`config.mk`:
```
export PLATFORM = sky130hd
export DESIGN_NAME = maze_player_ctrl
export DESIGN_NICKNAME = d
export VERILOG_FILES = /design/src/rtl/maze_player_ctrl.sv
export SDC_FILE = /design/constraint.sdc
export NUM_CORES = 1
export LEC_CHECK = 0
export CELL_PAD_IN_SITES_DETAIL_PLACEMENT = 0
export CELL_PAD_IN_SITES_GLOBAL_PLACEMENT = 1
export CORE_MARGIN = 1.5
export CORE_UTILIZATION = 38
export DETAILED_ROUTE_END_ITERATION = 10
export PLACE_DENSITY_LB_ADDON = 0.1
export SLEW_MARGIN = 25
export SYNTH_ARGS = -nofsm -noshare
export SYNTH_HDL_FRONTEND = slang
export SYNTH_SLANG_ARGS = --single-unit
```
`constraint.sdc`:
```
create_clock -name clk -period 1.6 [get_ports clk]
set_input_delay 0.24 -clock clk [delete_from_list [all_inputs] [get_ports clk]]
set_output_delay 0.24 -clock clk [all_outputs]
set_load 0.02 [all_outputs]
```
`src/rtl/maze_player_ctrl.sv`:
```
// maze_player_ctrl: turns button presses into wall-checked single-tile player moves via the level lookup.
// Define MAZE_AUTOREPEAT_EN to re-issue a held direction every REPEAT_TICKS cycles.
module maze_player_ctrl #(
  parameter logic [2:0]  START_ROW    = 3'd0,
  parameter logic [2:0]  START_COL    = 3'd0,
  parameter logic [2:0]  GOAL_ROW     = 3'd4,
  parameter logic [2:0]  GOAL_COL     = 3'd4,
  parameter int unsigned REPEAT_TICKS = 25000000
) (
  input  logic       clk,
  input  logic       rst_n,
  input  logic       i_btn_up,
  input  logic       i_btn_down,
  input  logic       i_btn_left,
  input  logic       i_btn_right,
  input  logic       i_level_restart,
  input  logic [2:0] i_num_rows,
  input  logic [2:0] i_num_cols,
  output logic [2:0] o_maze_row,
  output logic [2:0] o_maze_col,
  input  logic [3:0] i_maze_walls,
  output logic [2:0] o_player_row,
  output logic [2:0] o_player_col,
  output logic       o_move_done,
  output logic       o_bump,
  output logic       o_at_goal
);
  typedef enum logic [1:0] {IDLE, RD_CUR, RD_NXT, COMMIT} state_t;
  state_t r_state, w_state_nxt;
  logic [3:0] r_sync1, r_sync2, r_prev, r_dir, w_edge, w_req, w_rpt, w_opp;
  logic [2:0] r_arm, r_row, r_col, r_tgt_row, r_tgt_col, r_maze_row, r_maze_col, w_tgt_row, w_tgt_col;
  logic r_done, r_bump, r_goal, w_done_nxt, w_bump_nxt, w_cur_blk, w_nxt_blk, w_addr_tgt;

  function automatic logic [3:0] prio(input logic [3:0] v);
    return v[3] ? 4'b1000 : v[2] ? 4'b0100 : v[1] ? 4'b0010 : v[0] ? 4'b0001 : 4'b0000;
  endfunction

  // Edges stay disarmed until the synchroniser holds post-reset samples, so a held button never fires.
  assign w_edge = r_sync2 & ~r_prev & {4{r_arm[2]}};
  assign w_req  = r_goal ? 4'd0 : prio(w_edge | w_rpt);

`ifdef MAZE_AUTOREPEAT_EN
  logic [31:0] r_rpt_cnt;
  logic [3:0]  r_rpt_dir, w_held;
  assign w_held = prio(r_sync2);
  always_ff @(posedge clk or negedge rst_n)
    if (!rst_n) begin
      r_rpt_cnt <= '0;
      r_rpt_dir <= '0;
    end else if (i_level_restart || w_held != r_rpt_dir || r_rpt_cnt == REPEAT_TICKS - 1) begin
      r_rpt_cnt <= '0;
      r_rpt_dir <= w_held;
    end else
      r_rpt_cnt <= r_rpt_cnt + 32'd1;
  assign w_rpt = (w_held == r_rpt_dir && r_rpt_cnt == REPEAT_TICKS - 1 && r_arm[2]) ? w_held : 4'd0;
`else
  assign w_rpt = 4'd0;
`endif

  // Wall code and direction share the {T,B,L,R} / {up,down,left,right} ordering.
  assign w_opp      = {r_dir[2], r_dir[3], r_dir[0], r_dir[1]};
  assign w_cur_blk  = |(r_dir & i_maze_walls) || (r_dir[3] && r_row == 3'd0) ||
                      (r_dir[2] && r_row == i_num_rows - 3'd1) || (r_dir[1] && r_col == 3'd0) ||
                      (r_dir[0] && r_col == i_num_cols - 3'd1);
  assign w_nxt_blk  = |(w_opp & i_maze_walls);
  assign w_tgt_row  = w_req[3] ? r_row - 3'd1 : w_req[2] ? r_row + 3'd1 : r_row;
  assign w_tgt_col  = w_req[1] ? r_col - 3'd1 : w_req[0] ? r_col + 3'd1 : r_col;
  assign w_addr_tgt = w_state_nxt == RD_NXT || w_state_nxt == COMMIT || r_state == COMMIT;

  always_comb begin
    w_state_nxt = r_state;
    w_bump_nxt  = 1'b0;
    w_done_nxt  = 1'b0;
    if (i_level_restart)
      w_state_nxt = IDLE;
    else
      case (r_state)
        IDLE:    w_state_nxt = |w_req ? RD_CUR : IDLE;
        RD_CUR: begin
          w_state_nxt = w_cur_blk ? IDLE : RD_NXT;
          w_bump_nxt  = w_cur_blk;
        end
        RD_NXT: begin
          w_state_nxt = w_nxt_blk ? IDLE : COMMIT;
          w_bump_nxt  = w_nxt_blk;
          w_done_nxt  = !w_nxt_blk;
        end
        default: w_state_nxt = IDLE;
      endcase
  end

  always_ff @(posedge clk or negedge rst_n)
    if (!rst_n) begin
      r_sync1    <= '0;
      r_sync2    <= '0;
      r_prev     <= '0;
      r_arm      <= '0;
      r_state    <= IDLE;
      r_dir      <= '0;
      r_tgt_row  <= START_ROW;
      r_tgt_col  <= START_COL;
      r_row      <= START_ROW;
      r_col      <= START_COL;
      r_maze_row <= START_ROW;
      r_maze_col <= START_COL;
      r_done     <= 1'b0;
      r_bump     <= 1'b0;
      r_goal     <= START_ROW == GOAL_ROW && START_COL == GOAL_COL;
    end else begin
      r_sync1 <= {i_btn_up, i_btn_down, i_btn_left, i_btn_right};
      r_sync2 <= r_sync1;
      r_prev  <= r_sync2;
      r_arm   <= {r_arm[1:0], 1'b1};
      r_state <= w_state_nxt;
      r_done  <= w_done_nxt;
      r_bump  <= w_bump_nxt;
      if (i_level_restart) begin
        r_row      <= START_ROW;
        r_col      <= START_COL;
        r_maze_row <= START_ROW;
        r_maze_col <= START_COL;
        r_goal     <= START_ROW == GOAL_ROW && START_COL == GOAL_COL;
      end else begin
        if (r_state == IDLE && |w_req) begin
          r_dir     <= w_req;
          r_tgt_row <= w_tgt_row;
          r_tgt_col <= w_tgt_col;
        end
        if (r_state == COMMIT) begin
          r_row  <= r_tgt_row;
          r_col  <= r_tgt_col;
          r_goal <= r_tgt_row == GOAL_ROW && r_tgt_col == GOAL_COL;
        end
        r_maze_row <= w_addr_tgt ? r_tgt_row : r_row;
        r_maze_col <= w_addr_tgt ? r_tgt_col : r_col;
      end
    end

  assign o_maze_row   = r_maze_row;
  assign o_maze_col   = r_maze_col;
  assign o_player_row = r_row;
  assign o_player_col = r_col;
  assign o_at_goal    = r_goal;
  assign o_move_done  = r_done & ~i_level_restart;
  assign o_bump       = r_bump & ~i_level_restart;
endmodule

```
## After elaboration in Yosys (flattened, before gate mapping)

Cells that the tools add are included.

- Output and inout port bits: 15
- Register bits: 42

- Reductions and logical operators: 21
- Muxes and demuxes: 28
- Add/subtract/negate cells: 6
- Bitwise gates (word level): 8
- Eq/ne operators: 9

Operators with widths:

| operator | count |
|---|---|
| $mux W3 | 13 |
| $and A4 B4 Y4 | 4 |
| $reduce_or A4 Y1 | 3 |
| $sub A3 B1 Y3 const B | 4 |
| $eq A2 B2 Y1 const B | 4 |
| $mux W2 | 4 |
| $mux W4 | 2 |
| $mux W1 | 7 |
| $add A3 B1 Y3 const B | 2 |
| $eq A3 B3 Y1 | 2 |
| $eq A3 B3 Y1 const B | 2 |
| $logic_and A1 B1 Y1 | 6 |
| $logic_not A3 Y1 | 2 |
| $logic_or A1 B1 Y1 | 6 |
| $pmux W2 S3 | 1 |
| $not A4 Y4 | 1 |
| $and A1 B1 Y1 | 2 |
| $eq A2 B1 Y1 const B | 1 |
| $logic_not A2 Y1 | 1 |
| $pmux W1 S2 | 1 |
| $reduce_and A2 Y1 | 1 |
| $reduce_bool A2 Y1 | 1 |
| $logic_not A1 Y1 | 1 |
| $not A1 Y1 | 1 |

## Depth between registers and ports, before layout

- Word-level depth: 17
- Depth in mapped cells: 7

## Worst setup path before layout

OpenSTA, ideal clock, no wires.

- Kind: register -> register
- From: register r_col[0] (netlist: o_player_col[0])
- To: register r_maze_col[0] (netlist: o_maze_col[0])
- Data arrival time: 1.821 ns
- Library setup time: 0.079 ns
- Path slack: -0.300 ns
- Stages on the path, launching flop included: 8
- Buffers on the path: 0
- Required time: 1.521 ns
- Cell sequence: dfrtp_1 > inv_1 > ha_1 > nor2b_1 > o21ai_0 > nand4_1 > o211ai_4 > mux2i_1

- Word-level cells in the longest chain between the ends: 12
- Elaborated cells between the ends (all ways): 15
- Those cells by class: eq/ne (3); mux (5); reduce/logical (7)

RTL lines:

| item | RTL line | source |
|---|---|---|
| start, declared | 31 | `logic [2:0] r_arm, r_row, r_col, r_tgt_row, r_tgt_col, r_maze_row, r_maze_col, w_tgt_row, w_tgt_col;` |
| start signal, assigned | 131 | `r_col <= r_tgt_col;` |
| $logic_not A3 Y1 | 63 | `(r_dir[2] && r_row == i_num_rows - 3'd1) \|\| (r_dir[1] && r_col == 3'd0) \|\|` |
| $logic_and A1 B1 Y1 | 63 |  |
| $logic_or A1 B1 Y1 (2 in a row) | 63 |  |
| $mux W2 | 80 | `w_state_nxt = w_cur_blk ? IDLE : RD_NXT;` |
| $pmux W2 S3 | 77 | `case (r_state)` |
| $mux W2 | 74 | `if (i_level_restart)` |
| $eq A2 B2 Y1 | 68 | `assign w_addr_tgt = w_state_nxt == RD_NXT \|\| w_state_nxt == COMMIT \|\| r_state == COMMIT;` |
| $logic_or A1 B1 Y1 (2 in a row) | 68 |  |
| $mux W3 (*) | 135 | `r_maze_col <= w_addr_tgt ? r_tgt_col : r_col;` |
| $mux W3 (*) | 117 | `if (i_level_restart) begin` |
| end signal, assigned | 135 |  |
| end, declared | 31 |  |

Mark *: on every way between the ends. The rest lies on a longest branch, timed or not.
A chain may end at the register's enable or synchronous reset.

## Worst setup path after layout

- From: register r_row[1] (netlist: o_player_row[1])
- To: register r_maze_row[0] (netlist: o_maze_row[0])

- Word-level cells in the longest chain between the ends: 14
- Elaborated cells between the ends (all ways): 17
- Those cells by class: eq/ne (3); mux (5); reduce/logical (9)

RTL lines:

| item | RTL line | source |
|---|---|---|
| start, declared | 31 |  |
| start signal, assigned | 130 | `r_row <= r_tgt_row;` |
| $logic_not A3 Y1 | 62 | `assign w_cur_blk = \|(r_dir & i_maze_walls) \|\| (r_dir[3] && r_row == 3'd0) \|\|` |
| $logic_and A1 B1 Y1 | 62 |  |
| $logic_or A1 B1 Y1 | 62 |  |
| $logic_or A1 B1 Y1 (*) | 62 |  |
| $logic_or A1 B1 Y1 (*) (2 in a row) | 63 |  |
| $mux W2 (*) | 80 |  |
| $pmux W2 S3 (*) | 77 |  |
| $mux W2 (*) | 74 |  |
| $eq A2 B2 Y1 | 68 |  |
| $logic_or A1 B1 Y1 (*) (2 in a row) | 68 |  |
| $mux W3 (*) | 134 | `r_maze_row <= w_addr_tgt ? r_tgt_row : r_row;` |
| $mux W3 (*) | 117 |  |
| end signal, assigned | 134 |  |
| end, declared | 31 |  |

Marked as above.

==> metrics.txt <==
syn_area_per_cell=11.5 um2; Tmin final=1.76 ns; Hold EP=r_sync2[3]; Max Slew Vio Count=0; register area share after synthesis=50.7%; ys flop type=dfrtp_1; Min-Delay Startpoint=r_sync1[3]; starting density of the core=40.1%; final cell count without fillers=327; # clock sinks=42; Post-DP HPWL=3450 um; RSZ-0062 raised after global routing=true; layout cell share with drive strength beyond 1=34.2%; setup_tns=-1.18 ns; port bufs=31; drt wl/cell=14.1 um; Post-DRT Antenna Nets=0; pwr dens=793 nW/um2; DR vias=1542; commonest non-fill, non-tap cells in the layout=37 x dfrtp_1, 36 x buf_4, 17 x clkdlybuf4s50_1, 14 x nand2b_1, 12 x mux2i_1; htree depth=2; CP required=1.81 ns; failing checks=setup timing; Final WS setup=-0.164 ns; vias in the first global route=1535; Core Util, Final=58.6%; Distinct cells, synth=37; Die W=76.9 um; Post-Syn Area=2070 um2; Synth Instances=180; total placed cells including tap cells=314; reg-to-reg critical path startpoint=o_player_row[1]; Die Y-Extent=76.9 um; R2R Path End=o_maze_row[0]; asr flop ratio synth=100%; dpl cell area=2790 um2; Warnings, synthesis=0; layout overhead on the synthesized area=46.3%; CP arrival=1.97 ns; status=finished, violations left; nets@finish=285; Yosys reg bits=42; first-pass GRT wire length=7560 um; FMAX=567 MHz; DRT Pass-1 Iters=4; crit path max fanout=6; DRC violations left=0; antenna diode count=0; Num CTS Buffers=5; # IOs=32; Hold Slack=0.355 ns; pin count of the biggest net entering global routing=43; Site Rows=26; Hold WC Path Type=flip-flop to flip-flop; CP Capture Type=flip-flop; WL final=4620 um; GPL Wtd Cong=0.718; most common cell after layout, fill and taps aside=dfrtp_1; GRT Overall Usage=16.8%; Max VDD drop=0.567 mV; Via density=4.72; WHS Path Cells=0; Post-synth EDFFs=0; Final Hold Viols=0; GRT Residual Overflow=0; Root Buffer Master=clkbuf_8; Startpoint Class=flip-flop; initial antenna violation count=0; die area=5910 um2; clock slew at reported path FFs=0.08 ns; Iteration-0 DRC Markers=82; Final Cell Area=3030 um2; Clk Latency, worst-skew pair=0.29 ns; CTS tree=yes; Worst Setup SP=o_player_row[1]; clock skew=0.00256 ns; R2R Setup Slk=-0.16 ns; Setup Crit Path Kind=flip-flop to flip-flop; Synthesized Nets=209; Fillers=440; Tcrit/Tclk final=110%; worst-case reg-to-reg path depth=7; Core ar.=5170 um2; clk buf depth=2; Static Leak=0.00145 uW; Final setup violation count=13; max cap viols=0
==> Yosys cell counts, drive strengths merged (2+ instances only) <==
library cell,instances,share of area [%]
nand2,7,1.4
o21a,2,0.72
o21ai,5,1.2
inv,13,2.4
nand4,5,1.5
dfrtp,42,51
nor2b,6,1.8
nand3,3,0.72
xnor2,3,1.3
a221oi,2,0.85
xnor3,2,2.2
xor2,5,2.1
a22oi,2,0.72
nor3,3,0.72
nand2b,17,5.1
clkbuf,3,0.54
a21oi,3,0.72
mux2,8,4.3
or2b,2,0.72
ha,12,7.2
mux2i,12,5.8
nor2,11,2.0
==> sequential cells by signal, summed over array words and instances (netlist names), 4 cells and up <==
signal	flops
r_dir	4
r_prev	4
r_sync1	4
r_sync2	4
==> power breakdown <==
part | switching [uW] | total [uW] | internal, uW | leakage (uW)
logic | 210 | 504 | 294 | 0.000862
registers | 68.8 | 1210 | 1140 | 0.000537
clock network | 349 | 696 | 347 | 0.0000472
==> timing repair <==
| action | CTS | global route |
|---|---|---|
| endpoints found under the hold margin | 42 | 0 |
| hold buffers | 1 | 0 |
| cloned | 0 | 0 |
| pin swaps | 13 | 10 |
| gates resized for setup | 18 | 19 |
| setup buffers | 1 | 3 |
| endpoints found under the setup margin | 24 | 19 |
==> per-layer routing <==
layer	share of wire, %	vias up	track usage (%)
met5	0	-	0
met4	0.80	0	5.00
met3	2.5	4	3.33
met2	52	23	29.5
met1	45	760	20.8
li1	-	755	-
==> critical path, cell delays in order, from the launching register on <==
cell and delay (ns):
dfrtp_2 0.38, inv_2 0.06, ha_4 0.15, and2b_1 0.18, o21ai_2 0.13, nand4_1 0.19
o211ai_4 0.35, mux2i_1 0.24
==> metrics by stage <==
stage	setup WS, ns	power [uW]
after global routing	-0.266	2510
after CTS	-0.165	2390
after detailed placement	-0.580	1690
after floorplan	-0.144	1470
after global placement	-0.519	1680
final	-0.164	2410
==> logic make-up after synthesis <==
kind of cell / share of synthesized area [%]
buffers and inverters: 3.26
adder cells (fa/ha/maj): 7.24
AND/OR/NAND/NOR: 15.9
XOR/XNOR: 5.55
other: 0.181
flip-flops: 50.7
multiplexers: 10.1
AO/OA/AOI/OAI: 7.00
==> how the worst max path moves through the flow <==
| stage | endpoint | slack, ns |
|---|---|---|
| 5_1_grt | o_maze_col[0] | -0.27 |
| 6_report | o_maze_row[0] | -0.16 |
| 3_3_place_gp | o_maze_row[0] | -0.52 |
| 2_1_floorplan | o_maze_col[0] | -0.14 |
| 4_1_cts | o_maze_row[0] | -0.17 |
| 3_5_place_dp | o_maze_row[0] | -0.58 |
==> area by class of cell <==
cell class / count / area [um2] / area share, %
repair buffers: 73 / 651 / 21.5
multi-input cells: 121 / 1090 / 36.1
clock buffers: 6 / 82.6 / 2.72
clock inverters: 2 / 12.5 / 0.413
well taps: 70 / 87.6 / 2.89
flip-flops and latches: 42 / 1060 / 34.9
inverters: 13 / 48.8 / 1.61
Note: power is estimated with default switching activity, not from simulation.
